===== config.mk =====
export PLATFORM = sky130hd
export DESIGN_NAME = msg_scan_ctrl
export DESIGN_NICKNAME = d
export VERILOG_FILES = /design/src/rtl/msg_scan_ctrl.sv
export SDC_FILE = /design/constraint.sdc
export NUM_CORES = 1
export LEC_CHECK = 0
export ABC_CLOCK_PERIOD_IN_PS = 2200
export BUFFER_PORTS_ARGS = -buffer_cell sky130_fd_sc_hd__buf_2
export CAP_MARGIN = 10
export CORE_ASPECT_RATIO = 1.5
export CORE_MARGIN = 5
export CORE_UTILIZATION = 50
export CTS_BUF_LIST = sky130_fd_sc_hd__clkbuf_8
export CTS_CLUSTER_DIAMETER = 100
export DETAILED_ROUTE_END_ITERATION = 7
export GPL_ROUTABILITY_DRIVEN = 0
export PLACE_DENSITY = 0.67
export SYNTH_ARGS = -nofsm -noshare
export SYNTH_HDL_FRONTEND = slang
export SYNTH_SLANG_ARGS = --single-unit

===== constraint.sdc =====
create_clock -name clk -period 2.2 [get_ports clk]
set_input_delay 0.11 -clock clk [delete_from_list [all_inputs] [get_ports clk]]
set_output_delay 0.11 -clock clk [all_outputs]
set_load 0.01 [all_outputs]

===== src/rtl/msg_scan_ctrl.sv =====
// GO/STOP button debounce, two-state mode FSM and 4-digit letter scan for the S/t/o/P/G/O decoder.
// Optional build macro MSG_BLINK_EN blanks the STOP message on alternate BLINK_DIV half-periods.
module msg_scan_ctrl #(
   parameter int REFRESH_DIV     = 50000,
   parameter int DEBOUNCE_CYCLES = 100000,
   parameter int BLINK_DIV       = 25000000
) (
   input  logic       clk,
   input  logic       rst_n,
   input  logic       btn_go,
   input  logic       btn_stop,
   output logic [3:0] code,
   output logic [3:0] an,
   output logic       mode
);
   localparam int RW = $clog2(REFRESH_DIV);
   localparam int DW = (DEBOUNCE_CYCLES > 1) ? $clog2(DEBOUNCE_CYCLES) : 1;
   localparam int BTN_GO   = 0;
   localparam int BTN_STOP = 1;
   localparam logic [3:0] CODE_BLANK = 4'hF;

   typedef enum logic {ST_STOP = 1'b0, ST_GO = 1'b1} mode_t;

   logic [1:0]    btn_raw_s;
   logic [1:0]    sync1_q, sync2_q, stable_q, stable_dly_q, press_q;
   logic [DW-1:0] db_cnt_q [2];
   mode_t         state_q;
   logic [RW-1:0] ref_q;
   logic [1:0]    idx_q;
   logic [3:0]    code_q, an_q, code_d;
   logic          blank_s;

   assign btn_raw_s = {btn_stop, btn_go};

   // Synchronize, debounce and edge-detect both buttons; press is a one-cycle pulse after the stable rise.
   always_ff @(posedge clk or negedge rst_n) begin
      if (!rst_n) begin
         sync1_q      <= 2'b00;
         sync2_q      <= 2'b00;
         stable_q     <= 2'b00;
         stable_dly_q <= 2'b00;
         press_q      <= 2'b00;
         for (int b = 0; b < 2; b++) begin
            db_cnt_q[b] <= '0;
         end
      end else begin
         sync1_q      <= btn_raw_s;
         sync2_q      <= sync1_q;
         stable_dly_q <= stable_q;
         press_q      <= stable_q & ~stable_dly_q;
         for (int b = 0; b < 2; b++) begin
            if (sync2_q[b] != stable_q[b]) begin
               if (db_cnt_q[b] == DW'(DEBOUNCE_CYCLES - 1)) begin
                  stable_q[b] <= sync2_q[b];
                  db_cnt_q[b] <= '0;
               end else begin
                  db_cnt_q[b] <= db_cnt_q[b] + DW'(1);
               end
            end else begin
               db_cnt_q[b] <= '0;
            end
         end
      end
   end

   // Mode FSM: STOP has priority over GO when both pulses coincide.
   always_ff @(posedge clk or negedge rst_n) begin
      if (!rst_n) begin
         state_q <= ST_STOP;
      end else begin
         case (state_q)
            ST_STOP: begin
               if (press_q[BTN_STOP]) begin
                  state_q <= ST_STOP;
               end else if (press_q[BTN_GO]) begin
                  state_q <= ST_GO;
               end else begin
                  state_q <= ST_STOP;
               end
            end
            ST_GO: begin
               if (press_q[BTN_STOP]) begin
                  state_q <= ST_STOP;
               end else begin
                  state_q <= ST_GO;
               end
            end
            default: state_q <= ST_STOP;
         endcase
      end
   end

   // Refresh divider and digit slot index.
   always_ff @(posedge clk or negedge rst_n) begin
      if (!rst_n) begin
         ref_q <= '0;
         idx_q <= 2'd0;
      end else if (ref_q == RW'(REFRESH_DIV - 1)) begin
         ref_q <= '0;
         idx_q <= idx_q + 2'd1;
      end else begin
         ref_q <= ref_q + RW'(1);
         idx_q <= idx_q;
      end
   end

`ifdef MSG_BLINK_EN
   localparam int BW = $clog2(2 * BLINK_DIV);
   logic [BW-1:0] blink_q;

   // Blink phase counter; held at zero in GO so every STOP entry starts on the visible half.
   always_ff @(posedge clk or negedge rst_n) begin
      if (!rst_n) begin
         blink_q <= '0;
      end else if (state_q == ST_GO) begin
         blink_q <= '0;
      end else if (blink_q == BW'(2 * BLINK_DIV - 1)) begin
         blink_q <= '0;
      end else begin
         blink_q <= blink_q + BW'(1);
      end
   end

   assign blank_s = (state_q == ST_STOP) && (blink_q >= BW'(BLINK_DIV));
`else
   // Steady display; BLINK_DIV is still referenced so both builds share one parameter list.
   assign blank_s = 1'b0 & (BLINK_DIV == 0);
`endif

   // Letter map per slot, listed digit0 first.
   always_comb begin
      code_d = CODE_BLANK;
      if (blank_s) begin
         code_d = CODE_BLANK;
      end else if (state_q == ST_GO) begin
         case (idx_q)
            2'd0:    code_d = 4'h5;
            2'd1:    code_d = 4'h4;
            default: code_d = CODE_BLANK;
         endcase
      end else begin
         case (idx_q)
            2'd0:    code_d = 4'h3;
            2'd1:    code_d = 4'h2;
            2'd2:    code_d = 4'h1;
            2'd3:    code_d = 4'h0;
            default: code_d = CODE_BLANK;
         endcase
      end
   end

   // Registered display outputs.
   always_ff @(posedge clk or negedge rst_n) begin
      if (!rst_n) begin
         code_q <= CODE_BLANK;
         an_q   <= 4'b1111;
      end else begin
         code_q <= code_d;
         an_q   <= ~(4'b0001 << idx_q);
      end
   end

   assign code = code_q;
   assign an   = an_q;
   assign mode = state_q;

endmodule


### Yosys cells after proc, flatten, opt, wreduce, memory -nomap -nowiden

Index checks and enable logic that the tools add are counted.

| storage, ports and cells | value |
|---|---|
| register bits | 71 |
| input bits | 4 |
| output and inout port bits | 9 |
| word-level logic and storage cells | 45 |

| operators by class | value |
|---|---|
| $add $sub $neg | 4 |
| equality and inequality tests | 8 |
| shift operators | 1 |
| muxes and demuxes | 12 |
| bitwise operators | 4 |
| reductions and logical operators | 3 |

Operators with widths:

| kind | number |
|---|---|
| $mux 17 | 4 |
| $add 17x1->17 const B | 2 |
| $eq 17x17->1 const B | 2 |
| $add 16x1->16 const B | 1 |
| $eq 16x16->1 const B | 1 |
| $mux 16 | 1 |
| $pmux 4 s4 | 1 |
| $pmux 4 s2 | 1 |
| $eq 2x2->1 const B | 2 |
| $mux 4 | 1 |
| $not 4->4 | 1 |
| $reduce_and 2->1 | 2 |
| $shl 1x2->4 const A | 1 |
| $mux 1 | 3 |
| $add 2x1->2 const B | 1 |
| $and 2x2->2 | 1 |
| $eq 2x1->1 const B | 1 |
| $logic_not 2->1 | 1 |
| $ne 1x1->1 | 2 |
| $not 2->2 | 1 |
| $pmux 1 s2 | 1 |
| $not 1->1 | 1 |

### Depth between registers and ports, before layout

Gate-level depths: netlist of the first run.

| logic depth | value |
|---|---|
| depth after elaboration | 3 |
| gate-level depth with buffers | 7 |
| depth with buffers taken out | 5 |

### Worst setup path after synthesis of the first run

OpenSTA, ideal clock, no wires.

| timing | value |
|---|---|
| path kind | register to register |
| start point | register ref_q[13] |
| end point | register ref_q[14] |
| library setup time | 125 ps |
| arrival time | 1543 ps |
| data required time | 2075 ps |
| path slack | 532 ps |
| stages on the path, launching flop included | 5 |
| path buffers | 0 |
| clock period less this slack | 1668 ps |
| cells stage by stage | dfrtp_1 -> or4bb_1 -> nor4_4 -> nor2_1 -> mux2_2 |

| on the way | value |
|---|---|
| longest elaborated chain between the ends | 2 |
| elaborated cells on any way between the ends | 3 |
| classes of those cells | add/sub (1); eq/ne (1); mux (1) |

RTL lines:

| item | RTL line | source |
|---|---|---|
| start, declared | 28 | `logic [RW-1:0] ref_q;` |
| start signal, assigned | 102 | `ref_q <= ref_q + RW'(1);` |
| $add 16x1->16 or $eq 16x16->1 (tied branches) | 102, 98 |  |
| $mux 16 * | 98 | `end else if (ref_q == RW'(REFRESH_DIV - 1)) begin` |

Every way passes the cells marked *; elsewhere a longest branch is shown, timed or not.
A chain may end at the register's enable or synchronous reset.

### Worst setup path in the final report of the first run

| timing | value |
|---|---|
| start point | register db_cnt_q[17] (netlist name) |
| end point | register db_cnt_q[29] (netlist name) |

| on the way | value |
|---|---|
| longest elaborated chain between the ends | 3 |
| elaborated cells on any way between the ends | 4 |
| classes of those cells | add/sub (1); eq/ne (1); mux (2) |

RTL lines:

| item | RTL line | source |
|---|---|---|
| start, declared | 26 | `logic [DW-1:0] db_cnt_q [2];` |
| start signal, assigned by index | 57 | `db_cnt_q[b] <= db_cnt_q[b] + DW'(1);` |
| $add 17x1->17 or $eq 17x17->1 (tied branches) | 57, 53 |  |
| $mux 17 * | 53 | `if (db_cnt_q[b] == DW'(DEBOUNCE_CYCLES - 1)) begin` |
| $mux 17 * | 52 | `if (sync2_q[b] != stable_q[b]) begin` |

Marks and branches as above.

==> flow_summary.json, run 1 <==
{
  "finalSetupViolCount": 0,
  "max_slew_margin": 0.6440,
  "syn_area_per_cell_um2": 10.94,
  "async_reset_ff_frac": 1.000,
  "crit_type": "reg2reg",
  "total_power_mw": 2.558,
  "clkTransAtPathRegs_ps": 90,
  "status": "finished clean",
  "cp-end-kind": "flip-flop",
  "synth_commonest_cells": "dfrtp_1, nor2_1, xnor2_1",
  "p_leak_nw": 1.509,
  "ir_drop_v": 0.0005885,
  "synthMostInstantiatedCell": "dfrtp_1",
  "cp-start-kind": "flip-flop",
  "yosysTopAreaCell": "dfrtp_1",
  "place_hpwl_um": 3783,
  "clockBufferDepth": 2,
  "postCtsSetupRepairBufs": 0,
  "ys_dominant_reg_cell": "dfrtp_1",
  "post_drt_wl_per_cell_um": 13.88,
  "clockRootBuffer": "clkbuf_8",
  "die_h_um": 107.6,
  "drcViolationCount": 0,
  "wirelength_um": 5454,
  "fmax_mhz": 553.6,
  "final_layout_size_suffix_gt1_frac": 0.1379,
  "slew_violations": 0,
  "grt_max_degree": 26,
  "ys_seq_area_frac": 0.5631,
  "fin_tns_setup_ps": 0,
  "crit_required_ps": 2400,
  "r2r_cells": 5,
  "critical_path.endpoint": "db_cnt_q[29]",
  "cap_violations": 0,
  "io_pins": 13,
  "finalCritPeriodShare": 0.8211,
  "hold_viol": 0,
  "start_util": 0.5139,
  "min_path_type": "in2async",
  "worstPathArrival_ps": 2010,
  "nNetsFinal": 326,
  "die_w_um": 75.05,
  "syn_inst": 290,
  "drt_pass1_iterations": 4,
  "diodes": 0,
  "synth.distinct_cells": 31,
  "ys_warn_count": 0,
  "antenna_found_initial": 0,
  "period_minus_slack_ps": 1806,
  "powerDensity_mw_per_mm2": 715.0,
  "cts.sinks": 71,
  "h-tree-depth": 3,
  "area_growth_pct": 12.78,
  "synth_top_area_frac": 0.4968,
  "ys_ff_latch": 71,
  "rsz0062_at_grt": "no",
  "tightest_slew_ps": 533.9,
  "synthesis.area_mm2": 0.003173,
  "ant_nets": 0,
  "syn_nets": 302,
  "skew_ps": 10.40,
  "grt_pass1_vias": 2157,
  "grt_pass1_wl_um": 9908,
  "r2r-end": "db_cnt_q[29]",
  "coreArea_mm2": 0.006175,
  "cts_tree": "done",
  "grt_overflow": 0,
  "via_per_inst": 5.410,
  "grt_usage": 0.1574,
  "r2r_setup_slack_ps": 390,
  "synthTopCellsByArea": "dfrtp_1, xnor2_1, dfstp_2",
  "timing.rr.start": "db_cnt_q[17]",
  "numCtsBuffers": 9,
  "synth-edff-count": 0,
  "vias": 2126,
  "crit_fanout": 15,
  "die_area_mm2": 0.008072,
  "io_buffers": 12,
  "drtIter0Drc": 75,
  "insertion_delay_ps": 340,
  "startpoint": "db_cnt_q[17]",
  "rows": 35
}
[layer usage]
layer	part of all wire	vias to the layer above	global-route usage
met2	0.52	25	0.2569
met3	0.031	5	0.03084
met1	0.43	1051	0.2020
met5	0	-	0
li1	-	1045	-
met4	0.012	0	0.06107
[state kept, by name, summed over array words and instances, names as in the netlist]
name	count
an	4
code	4
db_cnt_q	34
idx_q	2
mode	1
press_q	2
ref_q	16
stable_dly_q	2
stable_q	2
sync1_q	2
sync2_q	2
[placed cells by master, fill, tap and decap left out, types with 2 or more instances in the layout]
| master | count |
|---|---|
| dfrtp_1 | 63 |
| nor2_1 | 46 |
| xnor2_1 | 28 |
| nand2_1 | 20 |
| nand3_1 | 19 |
| xor2_1 | 17 |
| nand4_1 | 14 |
| buf_2 | 12 |
| inv_1 | 9 |
| nor3_1 | 9 |
| clkbuf_8 | 9 |
| nor4_1 | 8 |
| ha_1 | 8 |
| dfstp_2 | 8 |
| and4_1 | 5 |
| nor4bb_1 | 4 |
| mux2_2 | 3 |
| nor2b_1 | 3 |
| a21oi_1 | 3 |
| nor4b_1 | 3 |
| and3_1 | 3 |
| and2_1 | 3 |
| inv_6 | 3 |
| dlygate4sd3_1 | 3 |
| buf_4 | 3 |
| or4bb_1 | 2 |
| bufinv_16 | 2 |
[power breakdown]
part	total [mW]	leakage, nW	switching (mW)	internal (mW)
logic	0.0601	0.463	0.0429	0.0173
clock network	1.17	0.111	0.516	0.652
registers	1.33	0.935	0.0130	1.32
total	2.56	1.51	0.572	1.99
[cell families after synthesis]
logic type | after synthesis | share of synthesized area
flip-flops | 71 | 0.5631
XOR/XNOR | 45 | 0.1242
AND/OR/NAND/NOR | 143 | 0.2401
buffers and inverters | 14 | 0.01893
adder cells (fa/ha/maj) | 8 | 0.03155
AO/OA/AOI/OAI | 6 | 0.01143
multiplexers | 3 | 0.01065
[worst max-delay path, stage by stage, from the launching register on]
cell and delay (ps):
dfrtp_1 400, ha_1 210, and4_1 350, nand4_1 180
nand2_1 410, nor2_1 110
[how the worst min path moves through the flow]
stage               start     endpoint  slack, ps
floorplan           rst_n  db_cnt_q[0]       -190
global placement    rst_n    ref_q[11]        120
detailed placement  rst_n    ref_q[12]        130
CTS                 rst_n   press_q[0]        290
global route        rst_n   press_q[0]        320
finish              rst_n   press_q[0]        280
[final cells by class]
class,instances,area [um2]
Timing Repair Buffer,18,112.6
Multi-Input combinational cell,205,1326
Sequential cell,71,1787
Tap cell,74,92.59
Fill cell,516,2596
Clock inverter,7,102.6
Clock buffer,9,123.9
Inverter,9,33.78
[per-stage QoR]
stage	setup slack (ps)	hold slack, ps	std cells	instance area (um2)	util
after global placement	440.1	118.9	374	3322	0.5380
final	393.6	277.8	393	3578	0.5795
after floorplan	531.9	-185.6	290	3173	-
after CTS	354.3	292.0	393	3578	0.5795
after detailed placement	386.4	127.2	374	3322	0.5380
after global routing	241.4	320.8	393	3578	0.5795
[repair_timing]
item / CTS / global route
resized for setup: 0 / 0
hold buffers: 3 / 0
endpoints found under the hold margin: 24 / 0
No activity file was read; power rests on OpenSTA's default activity.
==> inputs of run 2 (changes only) <==
- ABC_AREA: not set -> 1
- ABC_CLOCK_PERIOD_IN_PS: 2200 -> 1900
- clock period: 2.2 -> 1.9 ns (I/O delays scaled with it)
==> flow_summary.json, run 2 <==
{
  "status": "finished clean",
  "finalCritPeriodShare": 0.7519,
  "cap_violations": 0,
  "synthesis.area_mm2": 0.003552,
  "internal_power_mw": 2.290,
  "cts_resized": 0,
  "synth_top_area_frac": 0.4438,
  "r2r_cells": 8,
  "tightest_slew_ps": 379.7,
  "cp-end-kind": "flip-flop",
  "drcViolationCount": 0,
  "p_sw_mw": 0.6538,
  "synthTopCellsByArea": "dfrtp_1, nand2_1, nor2_1",
  "syn_nets": 441,
  "numCtsBuffers": 9,
  "coreArea_mm2": 0.006898,
  "drtIter0Drc": 75,
  "timing.rr.start": "db_cnt_q[17]",
  "ys_seq_area_frac": 0.5030,
  "die_h_um": 113.2,
  "ys_ff_latch": 71,
  "clockRootBuffer": "clkbuf_8",
  "powerDensity_mw_per_mm2": 739.5,
  "largest_register_ffs": 34,
  "place_hpwl_um": 4828,
  "p_seq_frac": 0.523,
  "area_growth_pct": 12.08,
  "final_common_cell": "nand2_1",
  "worstPathArrival_ps": 1660,
  "ir_drop_v": 0.0005196,
  "top_register": "db_cnt_q",
  "rsz0062_at_grt": "no",
  "syn_inst": 429,
  "ys_dominant_reg_cell": "dfrtp_1",
  "rows": 37,
  "skew_ps": 7.330,
  "period_minus_slack_ps": 1429,
  "final_layout_size_suffix_gt1_frac": 0.1540,
  "crit_required_ps": 2130,
  "grt_pass1_wl_um": 11580,
  "synth.distinct_cells": 27,
  "insertion_delay_ps": 340,
  "antenna_found_initial": 0,
  "synth_commonest_cells": "nand2_1, nor2_1, dfrtp_1",
  "p_comb_frac": 0.027,
  "top_regs": "db_cnt_q: 34 flops, ref_q: 16 flops",
  "ant_nets": 0,
  "async_reset_ff_frac": 1.000,
  "die_w_um": 78.82,
  "yosysTopAreaCell": "dfrtp_1",
  "fin_tns_setup_ps": 0,
  "die_area_mm2": 0.008925,
  "vias": 2662,
  "ys_warn_count": 0,
  "p_clk_frac": 0.449,
  "crit_fanout": 9,
  "cts.sinks": 71,
  "grt_overflow": 0,
  "via_per_inst": 4.939,
  "diodes": 0,
  "grt_usage": 0.1644,
  "clockBufferDepth": 2,
  "slew_violations": 0,
  "h-tree-depth": 3,
  "grt_pass1_vias": 2667,
  "cp-start-kind": "flip-flop",
  "startpoint": "db_cnt_q[17]",
  "final_core_utilization": 0.5772,
  "r2r_setup_slack_ps": 470,
  "finalSetupViolCount": 0,
  "min_path_type": "in2async",
  "seqCellArea_mm2": 0.001787,
  "max_slew_margin": 0.7468,
  "synth-edff-count": 0,
  "fmax_mhz": 700.0,
  "drt_pass1_iterations": 4,
  "fill_cells": 629,
  "clkTransAtPathRegs_ps": 80,
  "io_pins": 13,
  "wirelength_um": 6601,
  "synthMostInstantiatedCell": "nand2_1",
  "r2r-end": "db_cnt_q[29]",
  "p_leak_nw": 1.737,
  "grt_max_degree": 72,
  "start_util": 0.5150,
  "nNetsFinal": 468,
  "crit_type": "reg2reg",
  "cts_tree": "done",
  "syn_area_per_cell_um2": 8.280,
  "layout_common_cells": "nand2_1, nor2_1, dfrtp_1",
  "multiInputGateArea_mm2": 0.001589,
  "post_drt_wl_per_cell_um": 12.25,
  "hold_viol": 0,
  "swShare": 0.2221,
  "io_buffers": 12
}
-- run 2: changes by cell type after synthesis, moves of 8 or more --
cell / change
nand2_2: +11
nor4_1: -8
inv_1: +36
nand2_1: +83
nor2_1: +46
xnor2_1: -24
-- run 2: power groups by stage --
stage,combinational [mW],clock [mW],sequential (mW)
2_1_floorplan,0.0323,0,1.57
6_report,0.0804,1.32,1.54
3_5_place_dp,0.0792,0,1.57
5_1_grt,0.0950,1.43,1.54
3_3_place_gp,0.0787,0,1.57
4_1_cts,0.0841,1.37,1.54
-- run 2: metrics by stage --
step | power (mW) | hold WS (ps) | std cells | setup WS, ps | cell area [um2]
final | 2.944 | 283.0 | 539 | 471.4 | 3981
after CTS | 2.990 | 312.8 | 539 | 458.9 | 3981
after global routing | 3.065 | 345.0 | 539 | 326.6 | 3981
after global placement | 1.647 | 150.2 | 520 | 537.9 | 3730
after floorplan | 1.599 | -200.6 | 429 | 623.0 | 3552
after detailed placement | 1.649 | 150.7 | 520 | 476.3 | 3730
-- run 2: area by class of cell --
type | instances | area share
flip-flops and latches | 71 | 0.4488
multi-input cells | 311 | 0.3991
inverters | 47 | 0.04431
clock buffers | 9 | 0.03111
repair buffers | 16 | 0.02766
clock inverters | 7 | 0.02451
well taps | 78 | 0.02451
-- run 2: cells by family after synthesis --
family                     synth area share
xor gates and xnor gates            0.05107
and+or+nand+nor                      0.3410
DFF                                  0.5030
buffers and inverters               0.04967
adders and majority gates           0.02818
AOI/OAI and AO/OA                   0.02712
-- run 2: how the worst max path moves through the flow --
| stage | slack (ps) | cells after the start | end |
|---|---|---|---|
| floorplan | 620 | 8 | db_cnt_q[27] |
| global placement | 540 | 8 | db_cnt_q[33] |
| detailed placement | 480 | 8 | db_cnt_q[10] |
| CTS | 460 | 8 | db_cnt_q[29] |
| global route | 330 | 8 | db_cnt_q[0] |
| finish | 470 | 8 | db_cnt_q[29] |
-- run 2: layer usage --
metal,vias up,share of wire,GRT usage,routed length (um)
met2,31,0.52,0.2870,3412
met4,0,0.024,0.07339,158
met1,1232,0.43,0.1866,2834
met3,15,0.030,0.04379,195
met5,-,0,0,0
li1,1384,-,-,-
-- run 2: timing repair --
| item | 4_1_cts | 5_1_grt |
|---|---|---|
| hold buffers | 3 | 0 |
| setup endpoints to repair | 0 | 0 |
| hold endpoints to repair | 65 | 0 |
| buffers inserted | 0 | 0 |
-- run 2: worst max-delay path, stage by stage, from the launching register on --
cell,delay (ps)
dfrtp_1,410
ha_1,220
nand2_2,90
nor2_4,110
nand2_2,70
nor2_2,120
nand2_2,100
nand2_4,130
nor2_1,60
==> inputs of run 3 (changes only) <==
- ABC_AREA: 1 -> 0
- ABC_CLOCK_PERIOD_IN_PS: 1900 -> 1400
- clock period: 1.9 -> 1.4 ns (I/O delays scaled with it)
==> flow_summary.json, run 3 (same netlist as run 1, synthesis figures left out) <==
{
  "status": "complete, but fails checks",
  "violations": "setup timing",
  "h-tree-depth": 3,
  "grt_max_degree": 72,
  "vias": 2531,
  "io_pins": 13,
  "rsz0062_at_grt": "yes",
  "numCtsBuffers": 9,
  "slew_violations": 0,
  "cp-end-kind": "flip-flop",
  "p_leak_nw": 1.952,
  "cts_tree": "done",
  "dpl-instance-area_mm2": 0.003854,
  "hold_viol": 0,
  "drcViolationCount": 0,
  "post_drt_wl_per_cell_um": 15.70,
  "finalSetupViolCount": 44,
  "layout_common_cells": "buf_4, dfrtp_1, xnor2_1",
  "clkTransAtPathRegs_ps": 80,
  "final_common_cell": "buf_4",
  "place_hpwl_um": 4392,
  "crit_fanout": 2,
  "tightest_slew_ps": 375.2,
  "antenna_found_initial": 0,
  "period_minus_slack_ps": 1683,
  "met2_usage": 0.3217,
  "io_buffers": 12,
  "clockRootBuffer": "clkbuf_8",
  "insertion_delay_ps": 350,
  "gr-usage-met3": 0.05421,
  "grt_overflow": 0,
  "area_growth_pct": 43.45,
  "ir_drop_v": 0.0006850,
  "crit_type": "reg2reg",
  "die_h_um": 107.6,
  "start_util": 0.5139,
  "ant_nets": 0,
  "rows": 35,
  "powerDensity_mw_per_mm2": 873.5,
  "die_area_mm2": 0.008072,
  "cap_violations": 0,
  "via_per_inst": 5.385,
  "final_core_utilization": 0.7372,
  "worstPathArrival_ps": 1920,
  "drt_pass1_iterations": 4,
  "drtIter0Drc": 100,
  "coreArea_mm2": 0.006175,
  "largest_register_ffs": 34,
  "min_path_type": "in2async",
  "r2r_setup_slack_ps": -280,
  "grt_pass1_vias": 2625,
  "use_met1": 0.2367,
  "stdcell_area_mm2": 0.004552,
  "grt_pass1_wl_um": 11920,
  "finalWorstSetupSlack_ps": -283.2,
  "top_regs": "db_cnt_q: 34 flops, ref_q: 16 flops",
  "grt_usage": 0.1979,
  "die_w_um": 75.05,
  "finalCritPeriodShare": 1.202,
  "cp-start-kind": "flip-flop",
  "top_register": "db_cnt_q",
  "wirelength_um": 7381,
  "skew_ps": 8.569,
  "cts.sinks": 71,
  "diodes": 0,
  "final_layout_size_suffix_gt1_frac": 0.4571,
  "fmax_mhz": 594.1,
  "nNetsFinal": 403,
  "clockBufferDepth": 2,
  "busiest_layer": "met2",
  "max_slew_margin": 0.7492,
  "crit_required_ps": 1630
}
==> run 3: cell types whose count changed in the layout (fill, tap and decap cells not counted), moves of 5 or more <==
cell,change
xnor2_1,+22
o21ai_0,-5
nor2_1,-75
buf_4,+71
nand2_1,-88
nand3_1,-11
buf_6,+6
inv_1,-35
nor2_4,+12
nand2_2,-6
nand4_1,+5
nor4_2,+5
==> run 3: timing repair <==
| item | CTS | global route |
|---|---|---|
| gates resized for setup | 30 | 57 |
| hold buffers | 3 | 0 |
| pin swaps | 12 | 29 |
| setup endpoints to repair | 45 | 48 |
| gates cloned | 2 | 0 |
| endpoints found under the hold margin | 65 | 0 |
| buffers inserted | 11 | 7 |
==> run 3: stage by stage <==
| step | setup WS [ps] | instances | TNS [ps] | power, mW | hold slack, ps |
|---|---|---|---|---|---|
| 6_report | -283.2 | 470 | -4473 | 3.976 | 273.2 |
| 4_1_cts | -263.7 | 467 | -4595 | 3.999 | 287.0 |
| 2_1_floorplan | -253.9 | 290 | -2163 | 2.169 | -225.6 |
| 3_3_place_gp | -218.6 | 436 | -3143 | 2.261 | 120.3 |
| 5_1_grt | -347.1 | 470 | -8028 | 4.141 | 329.9 |
| 3_5_place_dp | -287.1 | 436 | -4302 | 2.265 | 124.2 |
==> run 3: final cells by class <==
class / instances / area [um2]
clock buffer: 12 / 165.2
clock inverter: 4 / 43.79
fill: 416 / 1623
inverter: 9 / 33.78
multi-input combinational: 205 / 1679
sequential: 71 / 1787
tap: 74 / 92.59
timing repair buffer: 95 / 750.7
==> run 3: metal layers <==
metal  share of wire  vias to the layer above  routed length, um
li1                -                     1200                  -
met1            0.40                     1268               2956
met2            0.54                       52               3990
met3           0.036                       11                269
met4           0.022                        0                165
met5               0                        -                  0
==> run 3: worst paths after layout <==
check                           startpoint            to  cells after the start
worst max-delay path             ref_q[11]     ref_q[14]                      4
worst min-delay path                 rst_n  db_cnt_q[27]                      3
worst max register to register   ref_q[11]     ref_q[14]                      4
worst min register to register  sync1_q[1]    sync2_q[1]                      0
max in group asynchronous            rst_n         an[2]                      3
min in group clk                sync1_q[1]    sync2_q[1]                      0
==> run 3: critical path, cell delays in order, from the launching register on <==
cell and delay, ps:
dfrtp_1 370, or4bb_1 540, nor4_4 290, nor2_1 90
mux2_4 280
==> run 3: power breakdown <==
part,switching (mW),leakage (nW),internal (mW)
logic,0.114,0.904,0.0791
registers,0.0135,0.935,2.07
clock network,0.742,0.114,0.957
